$ cat config.mk
export PLATFORM = sky130hd
export DESIGN_NAME = sym_cn_lut_loader_flat
export DESIGN_NICKNAME = d
export VERILOG_FILES = /design/src/rtl/sym_cn_lut_loader_if.sv /design/src/rtl/sym_cn_lut_loader.sv /design/src/flat_wrapper.sv
export SDC_FILE = /design/constraint.sdc
export NUM_CORES = 1
export LEC_CHECK = 0
export ABC_AREA = 1
export CORE_MARGIN = 3
export CORE_UTILIZATION = 40
export DETAILED_ROUTE_END_ITERATION = 12
export PLACE_DENSITY = 0.72
export SKIP_LAST_GASP = 1
export SLEW_MARGIN = 25
export SYNTH_ARGS = -nofsm -noshare
export SYNTH_HDL_FRONTEND = slang
export SYNTH_SLANG_ARGS = --single-unit
$ cat constraint.sdc
create_clock -name write_clk -period 1.35 [get_ports write_clk]
set_clock_uncertainty 0.15 [all_clocks]
set_input_delay 0.3375 -clock write_clk [delete_from_list [all_inputs] [get_ports write_clk]]
set_output_delay 0.3375 -clock write_clk [all_outputs]
set_load 0.01 [all_outputs]
$ cat src/rtl/sym_cn_lut_loader_if.sv
// Page-word stream in, CN LUT RAM write port out, plus load control/status.
// load_chksum is present only when SYM_CN_LUT_LOAD_CHKSUM_EN is defined.
interface sym_cn_lut_loader_if #(
   parameter int LUT_PORT_SIZE = 2,
   parameter int PAGE_W        = 3
);
   logic                         load_start;
   logic                         load_offset;
   logic                         load_abort;
   logic [2*LUT_PORT_SIZE-1:0]   in_data;
   logic                         in_valid;
   logic                         in_ready;
   logic [LUT_PORT_SIZE-1:0]     lut_in_bank0;
   logic [LUT_PORT_SIZE-1:0]     lut_in_bank1;
   logic [PAGE_W-1:0]            page_write_addr;
   logic                         write_addr_offset;
   logic                         we;
   logic                         busy;
   logic                         load_done;
`ifdef SYM_CN_LUT_LOAD_CHKSUM_EN
   logic [2*LUT_PORT_SIZE-1:0]   load_chksum;
`endif

   modport master (
      input  load_start, load_offset, load_abort, in_data, in_valid,
      output in_ready, lut_in_bank0, lut_in_bank1, page_write_addr,
             write_addr_offset, we, busy, load_done
`ifdef SYM_CN_LUT_LOAD_CHKSUM_EN
      , output load_chksum
`endif
   );

   modport slave (
      output load_start, load_offset, load_abort, in_data, in_valid,
      input  in_ready, lut_in_bank0, lut_in_bank1, page_write_addr,
             write_addr_offset, we, busy, load_done
`ifdef SYM_CN_LUT_LOAD_CHKSUM_EN
      , input load_chksum
`endif
   );
endinterface

$ cat src/rtl/sym_cn_lut_loader.sv
// Writes one full page set (PAGE_NUM pages, both banks) into a CN LUT frame slot.
// Optional load_chksum (XOR of accepted words) under SYM_CN_LUT_LOAD_CHKSUM_EN.
module sym_cn_lut_loader #(
   parameter int QUAN_SIZE       = 3,
   parameter int LUT_PORT_SIZE   = 2,
   parameter int ENTRY_ADDR      = 4,
   parameter int MULTI_FRAME_NUM = 2,
   parameter int PAGE_W          = ENTRY_ADDR - $clog2(MULTI_FRAME_NUM)
) (
   input  logic                write_clk,
   input  logic                rstn,
   sym_cn_lut_loader_if.master bus
);
   localparam int                PAGE_NUM  = 1 << PAGE_W;
   localparam int                DW        = 2 * LUT_PORT_SIZE;
   localparam logic [PAGE_W-1:0] LAST_PAGE = PAGE_W'(PAGE_NUM - 1);

   if (QUAN_SIZE < 1 || LUT_PORT_SIZE < 1 || PAGE_W < 1) begin : g_param_chk
      $error("sym_cn_lut_loader: invalid parameters");
   end

   typedef enum logic [1:0] {IDLE = 2'd0, LOAD = 2'd1, FLUSH = 2'd2} state_e;

   state_e                   state_q;
   logic [PAGE_W-1:0]        cnt_q;
   logic [PAGE_W-1:0]        addr_q;
   logic [LUT_PORT_SIZE-1:0] bank0_q;
   logic [LUT_PORT_SIZE-1:0] bank1_q;
   logic                     off_q;
   logic                     we_q;
   logic                     done_q;
   logic                     take_d;
   logic                     start_d;

   // An abort outranks both a coinciding beat and a coinciding start.
   assign take_d  = (state_q == LOAD) & bus.in_valid   & ~bus.load_abort;
   assign start_d = (state_q == IDLE) & bus.load_start & ~bus.load_abort;

   always_ff @(posedge write_clk) begin
      if (!rstn) begin
         state_q <= IDLE;
         cnt_q   <= '0;
         addr_q  <= '0;
         bank0_q <= '0;
         bank1_q <= '0;
         off_q   <= 1'b0;
         we_q    <= 1'b0;
         done_q  <= 1'b0;
      end else begin
         we_q   <= take_d;
         done_q <= 1'b0;
         if (take_d) begin
            bank0_q <= bus.in_data[LUT_PORT_SIZE-1:0];
            bank1_q <= bus.in_data[DW-1:LUT_PORT_SIZE];
            addr_q  <= cnt_q;
            cnt_q   <= cnt_q + PAGE_W'(1);
         end
         unique case (state_q)
            IDLE: begin
               if (start_d) begin
                  off_q   <= bus.load_offset;
                  cnt_q   <= '0;
                  state_q <= LOAD;
               end
            end
            LOAD: begin
               if (bus.load_abort)                   state_q <= IDLE;
               else if (take_d && cnt_q == LAST_PAGE) state_q <= FLUSH;
            end
            // Last page's we is on the bus now; done follows one cycle later.
            FLUSH: begin
               state_q <= IDLE;
               done_q  <= ~bus.load_abort;
            end
            default: state_q <= IDLE;
         endcase
      end
   end

   assign bus.in_ready          = (state_q == LOAD);
   assign bus.busy              = (state_q != IDLE);
   assign bus.we                = we_q;
   assign bus.load_done         = done_q;
   assign bus.lut_in_bank0      = bank0_q;
   assign bus.lut_in_bank1      = bank1_q;
   assign bus.page_write_addr   = addr_q;
   assign bus.write_addr_offset = off_q;

`ifdef SYM_CN_LUT_LOAD_CHKSUM_EN
   logic [DW-1:0] chksum_q;

   always_ff @(posedge write_clk) begin
      if (!rstn)        chksum_q <= '0;
      else if (start_d) chksum_q <= '0;
      else if (take_d)  chksum_q <= chksum_q ^ bus.in_data;
   end

   assign bus.load_chksum = chksum_q;
`endif
endmodule

$ cat src/flat_wrapper.sv
// flat-port wrapper written by rule: the top's interface ports become plain ports
module sym_cn_lut_loader_flat 
#(
   parameter int QUAN_SIZE       = 3,
   parameter int LUT_PORT_SIZE   = 2,
   parameter int ENTRY_ADDR      = 4,
   parameter int MULTI_FRAME_NUM = 2,
   parameter int PAGE_W          = ENTRY_ADDR - $clog2(MULTI_FRAME_NUM)
)
  (write_clk, rstn, bus_load_start, bus_load_offset, bus_load_abort, bus_in_data, bus_in_valid, bus_in_ready, bus_lut_in_bank0, bus_lut_in_bank1, bus_page_write_addr, bus_write_addr_offset, bus_we, bus_busy, bus_load_done);
  sym_cn_lut_loader_if #(.LUT_PORT_SIZE(LUT_PORT_SIZE), .PAGE_W(PAGE_W)) bus_i ();
  input  logic write_clk;
  input  logic rstn;
  input wire logic [$bits(bus_i.load_start)-1:0] bus_load_start;
  input wire logic [$bits(bus_i.load_offset)-1:0] bus_load_offset;
  input wire logic [$bits(bus_i.load_abort)-1:0] bus_load_abort;
  input wire logic [$bits(bus_i.in_data)-1:0] bus_in_data;
  input wire logic [$bits(bus_i.in_valid)-1:0] bus_in_valid;
  output wire logic [$bits(bus_i.in_ready)-1:0] bus_in_ready;
  output wire logic [$bits(bus_i.lut_in_bank0)-1:0] bus_lut_in_bank0;
  output wire logic [$bits(bus_i.lut_in_bank1)-1:0] bus_lut_in_bank1;
  output wire logic [$bits(bus_i.page_write_addr)-1:0] bus_page_write_addr;
  output wire logic [$bits(bus_i.write_addr_offset)-1:0] bus_write_addr_offset;
  output wire logic [$bits(bus_i.we)-1:0] bus_we;
  output wire logic [$bits(bus_i.busy)-1:0] bus_busy;
  output wire logic [$bits(bus_i.load_done)-1:0] bus_load_done;
  assign bus_i.load_start = bus_load_start;
  assign bus_i.load_offset = bus_load_offset;
  assign bus_i.load_abort = bus_load_abort;
  assign bus_i.in_data = bus_in_data;
  assign bus_i.in_valid = bus_in_valid;
  assign bus_in_ready = bus_i.in_ready;
  assign bus_lut_in_bank0 = bus_i.lut_in_bank0;
  assign bus_lut_in_bank1 = bus_i.lut_in_bank1;
  assign bus_page_write_addr = bus_i.page_write_addr;
  assign bus_write_addr_offset = bus_i.write_addr_offset;
  assign bus_we = bus_i.we;
  assign bus_busy = bus_i.busy;
  assign bus_load_done = bus_i.load_done;
  sym_cn_lut_loader #(.QUAN_SIZE(QUAN_SIZE), .LUT_PORT_SIZE(LUT_PORT_SIZE), .ENTRY_ADDR(ENTRY_ADDR), .MULTI_FRAME_NUM(MULTI_FRAME_NUM), .PAGE_W(PAGE_W)) u_core (.write_clk(write_clk), .rstn(rstn), .bus(bus_i));
endmodule
======== After elaboration in Yosys (flattened, before gate mapping) ========
Index checks and enable logic that the tools add are counted.
storage, ports and cells
  flip-flop bits (word level) ............. 15
  output and inout bits ................... 12
  bits of input ports ..................... 10
  word-level logic and storage cells ...... 32
cells by class
  multiplexer cells ....................... 7
  bitwise operators ....................... 5
  reductions and logical operators ........ 6
  $add $sub $neg .......................... 1
  eq/ne operators ......................... 5
operators by type and width
  kind                   count
  $mux W3                3
  $mux W2                3
  $reduce_and A2 Y1      3
  $and A1 B1 Y1          4
  $pmux W2 S2            1
  $add A3 B1 Y3 const B  1
  $eq A3 B3 Y1 const B   1
  $ne A3 B2 Y1 const B   1
  $eq A2 B1 Y1 const B   1
  $eq A2 B2 Y1 const B   1
  $logic_not A2 Y1       1
  $ne A2 B1 Y1 const B   1
  $reduce_bool A2 Y1     1
  $logic_and A1 B1 Y1    1
  $not A1 Y1             1

======== Logic depth before layout (Yosys ltp) ========
  word-level depth ........................ 7
  depth in mapped cells ................... 7
  depth with buffers taken out ............ 7

======== Worst setup path before layout ========
Ideal clock, no wire load.
  kind .................................... reg2reg
  from .................................... register u_core.cnt_q[0]
  to ...................................... register u_core.cnt_q[2]
  path slack .............................. 0.124 ns
  required time ........................... 1.087 ns
  arrival ................................. 0.963 ns
  buffers on the path ..................... 0
  cell stages (with the launch flop) ...... 7
  setup time .............................. 0.113 ns
  period minus slack after synthesis ...... 1.226 ns
  path through ............................ dfxtp_1 > ha_1 > ha_1 > inv_1 > nand3_1 > nand2_1 > nor2_1
between the ends
  word-level cells in the longest chain between the ends .. 4
ends and longest elaborated chain
  element                 line                     text
  from (decl)             sym_cn_lut_loader.sv:25  logic [PAGE_W-1:0] cnt_q;
  from (signal assigned)  sym_cn_lut_loader.sv:56  cnt_q <= cnt_q + PAGE_W'(1);
  $add A3 B1 Y3 *         sym_cn_lut_loader.sv:56
  $mux W3 *               sym_cn_lut_loader.sv:52  if (take_d) begin
  $mux W3                 sym_cn_lut_loader.sv:60  if (start_d) begin
  $mux W3 *               sym_cn_lut_loader.sv:58  unique case (state_q)
Mark *: on every way between the ends. The rest lies on a longest branch, timed or not.
A chain may end at the register's enable or synchronous reset.

======== Worst setup path in the final report ========
  from .................................... register u_core.state_q[0]
  to ...................................... output bus_in_ready
between the ends
  word-level cells in the longest chain between the ends .. 1
ends and longest elaborated chain
  element                 line                     text
  from (decl)             sym_cn_lut_loader.sv:24  state_e state_q;
  from (signal assigned)  sym_cn_lut_loader.sv:41  state_q <= IDLE;
  from (signal assigned)  sym_cn_lut_loader.sv:63  state_q <= LOAD;
  from (signal assigned)  sym_cn_lut_loader.sv:67  if (bus.load_abort) state_q <= IDLE;
  $eq A2 B1 Y1            sym_cn_lut_loader.sv:80  assign bus.in_ready = (state_q == LOAD);
  to (decl)               flat_wrapper.sv:19       output wire logic [$bits(bus_i.in_ready)-1:0] bus_in_ready;
Every way passes these cells.

==> qor.txt <==
=====================================================================================================
Minimum setup slack after placement                                                         -0.287 ns
Detailed placer's ending HPWL                                                                 1160 um
Unrepaired setup endpoints after global routing                                                   yes
Port Buffer Count                                                                                  21
Max Cap Viol                                                                                        0
Count of nets left with antenna violations after detail routing                                     0
Fraction of the yosys area taken by sequential cells                                            46.1%
Final critical path time including I/O delays and setup                                       1.39 ns
Post-synth cell types                                                                              14
Least-Margin Pin Slew                                                                        0.375 ns
Fraction of layout cells with a size suffix above 1                                             32.8%
Maximum number of pins on one net before global-route repair                                       11
Hold crit path type                                                                      flop to flop
Root buffer cell                                                                             clkbuf_4
Maximum level of the CTS H-tree                                                                     1
Routed length per placed instance                                                             11.3 um
Length of the first detailed-routing pass in iterations                                             4
Number of setup violations in the final report                                                      2
Global-route usage over all layers                                                              17.3%
Number of inserted diodes                                                                           0
Leakage component of the power                                                               0.460 nW
Drt first-iter violations                                                                          15
Slew Viols, Final                                                                                   0
Dominant combinational cell family by area after synthesis                               simple AND/OR/NAND/NOR gates
Fraction of the cycle the final worst path needs                                                 103%
Average size of a mapped cell                                                                7.09 um2
CP Capture Type                                                                          primary output
Sequential cell area                                                                          313 um2
First-pass GRT wire length                                                                    2590 um
Total overflow reported by the global router                                                        0
Area of the mapped netlist                                                                    652 um2
Worst setup path category                                                                flop to primary output
Cell count after synthesis                                                                         92
Area fraction in compound gates after synthesis                                                 2.30%
Effective utilization at floorplan                                                              46.1%
Net Count, Synth                                                                                  104
Mux cell area share after synthesis                                                                0%
Number of filler instances in the final layout                                                    122
Layout net count                                                                                  138
Number of remaining DRC errors                                                                      0
Violations in the final reports                                                          negative setup slack
Crit path required time                                                                       0.86 ns
Maximum fanout encountered on the critical timing path                                              3
Final design area excluding fillers                                                           948 um2
Simple-gate share of the synthesized area                                                       36.3%
TritonCTS clock tree                                                                             done
Final total negative setup slack                                                           -0.0775 ns
Area of the die                                                                           0.00215 mm2
Synthesized flop and latch total                                                                   15
Achievable clock frequency                                                                    720 MHz
Final design utilization                                                                        67.0%
Routed vias                                                                                       664
Number of antenna violations at the first check in global routing                                   0
Clock input transition at the sequential cells of the worst setup and hold paths              0.08 ns
Clock Sink Count                                                                                   15
Aggregate routed wire length                                                                  1580 um
Area taken by multi-input logic gates                                                         300 um2
Normalized max-slew margin                                                                      74.8%
Maximum VDD drop                                                                           0.000687 V
Floorplan die height                                                                          46.4 um
Post-synthesis share of cell area spent on full adders, half adders and majority gates          3.84%
Layout Area Growth over Synthesis                                                               45.5%
Buffer depth of the longest clock path                                                              2
Floorplan die width                                                                           46.4 um
Data arrival time of the critical path                                                        0.90 ns
Via count of the first global-routing pass                                                        626
Synthesized-area fraction occupied by xor and xnor cells                                           0%
Clock latency reported for the late side of the worst-skew pair                               0.28 ns
Yosys warning count                                                                                 0
Area of the core                                                                          0.00142 mm2
Type of origin of the critical path                                                              flop
Final hold violations                                                                               0
Hold slack final                                                                             0.312 ns
Vias per cell                                                                                    4.74
Slack of the critical path                                                                 -0.0394 ns
Status                                                                                   finished, violations left
# IOs                                                                                              22
Site row count                                                                                     13
Cell area after placement                                                                     931 um2
Cell area power density                                                                    889 mW/mm2
Final GP Congestion                                                                             0.807
Cts bufs inserted                                                                                   3
=====================================================================================================
## per-stage QoR
stage	cells	total power, mW
floorplan	92	0.525
global placement	134	0.596
detailed placement	134	0.599
CTS	139	0.853
global route	140	0.889
finish	140	0.843
## cell type report
type	instances	area share, %
Sequential cell	15	33.0
Multi-Input combinational cell	59	31.7
Timing Repair Buffer	30	23.6
Inverter	17	6.99
Clock buffer	4	2.77
Tap cell	15	1.98
## final timing paths
path	endpoint	depth (start not counted)	from	slack, ns
setup / recovery	bus_in_ready	3	u_core.state_q[0]$_SDFFE_PN0P_	-0.04
hold reg to reg	u_core.bus.write_addr_offset$_SDFFE_PN0P_	2	u_core.bus.write_addr_offset$_SDFFE_PN0P_	0.31
setup reg to reg	u_core.cnt_q[2]$_SDFF_PN0_	6	u_core.cnt_q[1]$_SDFF_PN0_	0.05
hold / removal	u_core.bus.write_addr_offset$_SDFFE_PN0P_	2	u_core.bus.write_addr_offset$_SDFFE_PN0P_	0.31
## per-layer routing
layer	share of wire (%)	GRT usage [%]	vias to the layer above	wire, um
li1	-	-	343	-
met1	42	20.4	301	662
met2	51	26.9	14	801
met3	4.8	6.25	6	76
met4	2.7	9.09	0	42
met5	0	0	-	0
## cell usage in the layout (no fill, tap or decap), drive strengths merged
cell type and instances:
nor4 1, inv 17, clkdlybuf4s50 9, clkbuf 7, nand4 1, ha 2, buf 18, nand3 10
nor2 25, a21oi 3, nand2 17, dfxtp 15
## worst max-delay path, cell delays in order (launching register included)
cell and delay [ns]:
dfxtp_2 0.38, inv_2 0.05, nor2_4 0.09, buf_6 0.11
## cell families after synthesis
logic type / count (synthesis)
compound gates: 3
fa+ha+maj: 2
buf+inv: 19
flops: 15
simple gates: 53
## cells in the mapped netlist, drive strengths merged
cell	n	area share, %
ha	2	3.8
nand3	10	8.4
buf	2	1.5
a21oi	3	2.3
nand2	17	9.8
inv	16	9.2
nand4	1	0.96
nor2	24	16
clkinv	1	0.77
nor4	1	0.96
dfxtp	15	46
## power by group
| group | internal [mW] | switching [mW] |
|---|---|---|
| Combinational | 0.0682 | 0.0643 |
| Sequential | 0.452 | 0.00665 |
| Clock | 0.115 | 0.137 |
## state kept, by name, indices dropped and copies added (netlist names)
register	flops
u_core.bus.lut_in_bank0	2
u_core.bus.lut_in_bank1	2
u_core.cnt_q	3
u_core.bus.we	1
u_core.bus.write_addr_offset	1
u_core.bus.load_done	1
u_core.bus.page_write_addr	3
u_core.state_q	2
## what timing repair did
| action | CTS | global route |
|---|---|---|
| buffers inserted | 1 | 0 |
| gates cloned | 0 | 1 |
| pin swaps | 1 | 2 |
| hold buffers | 0 | 0 |
| setup endpoints to repair | 12 | 20 |
| gates resized for setup | 42 | 19 |
(Power assumes the default switching activity.)
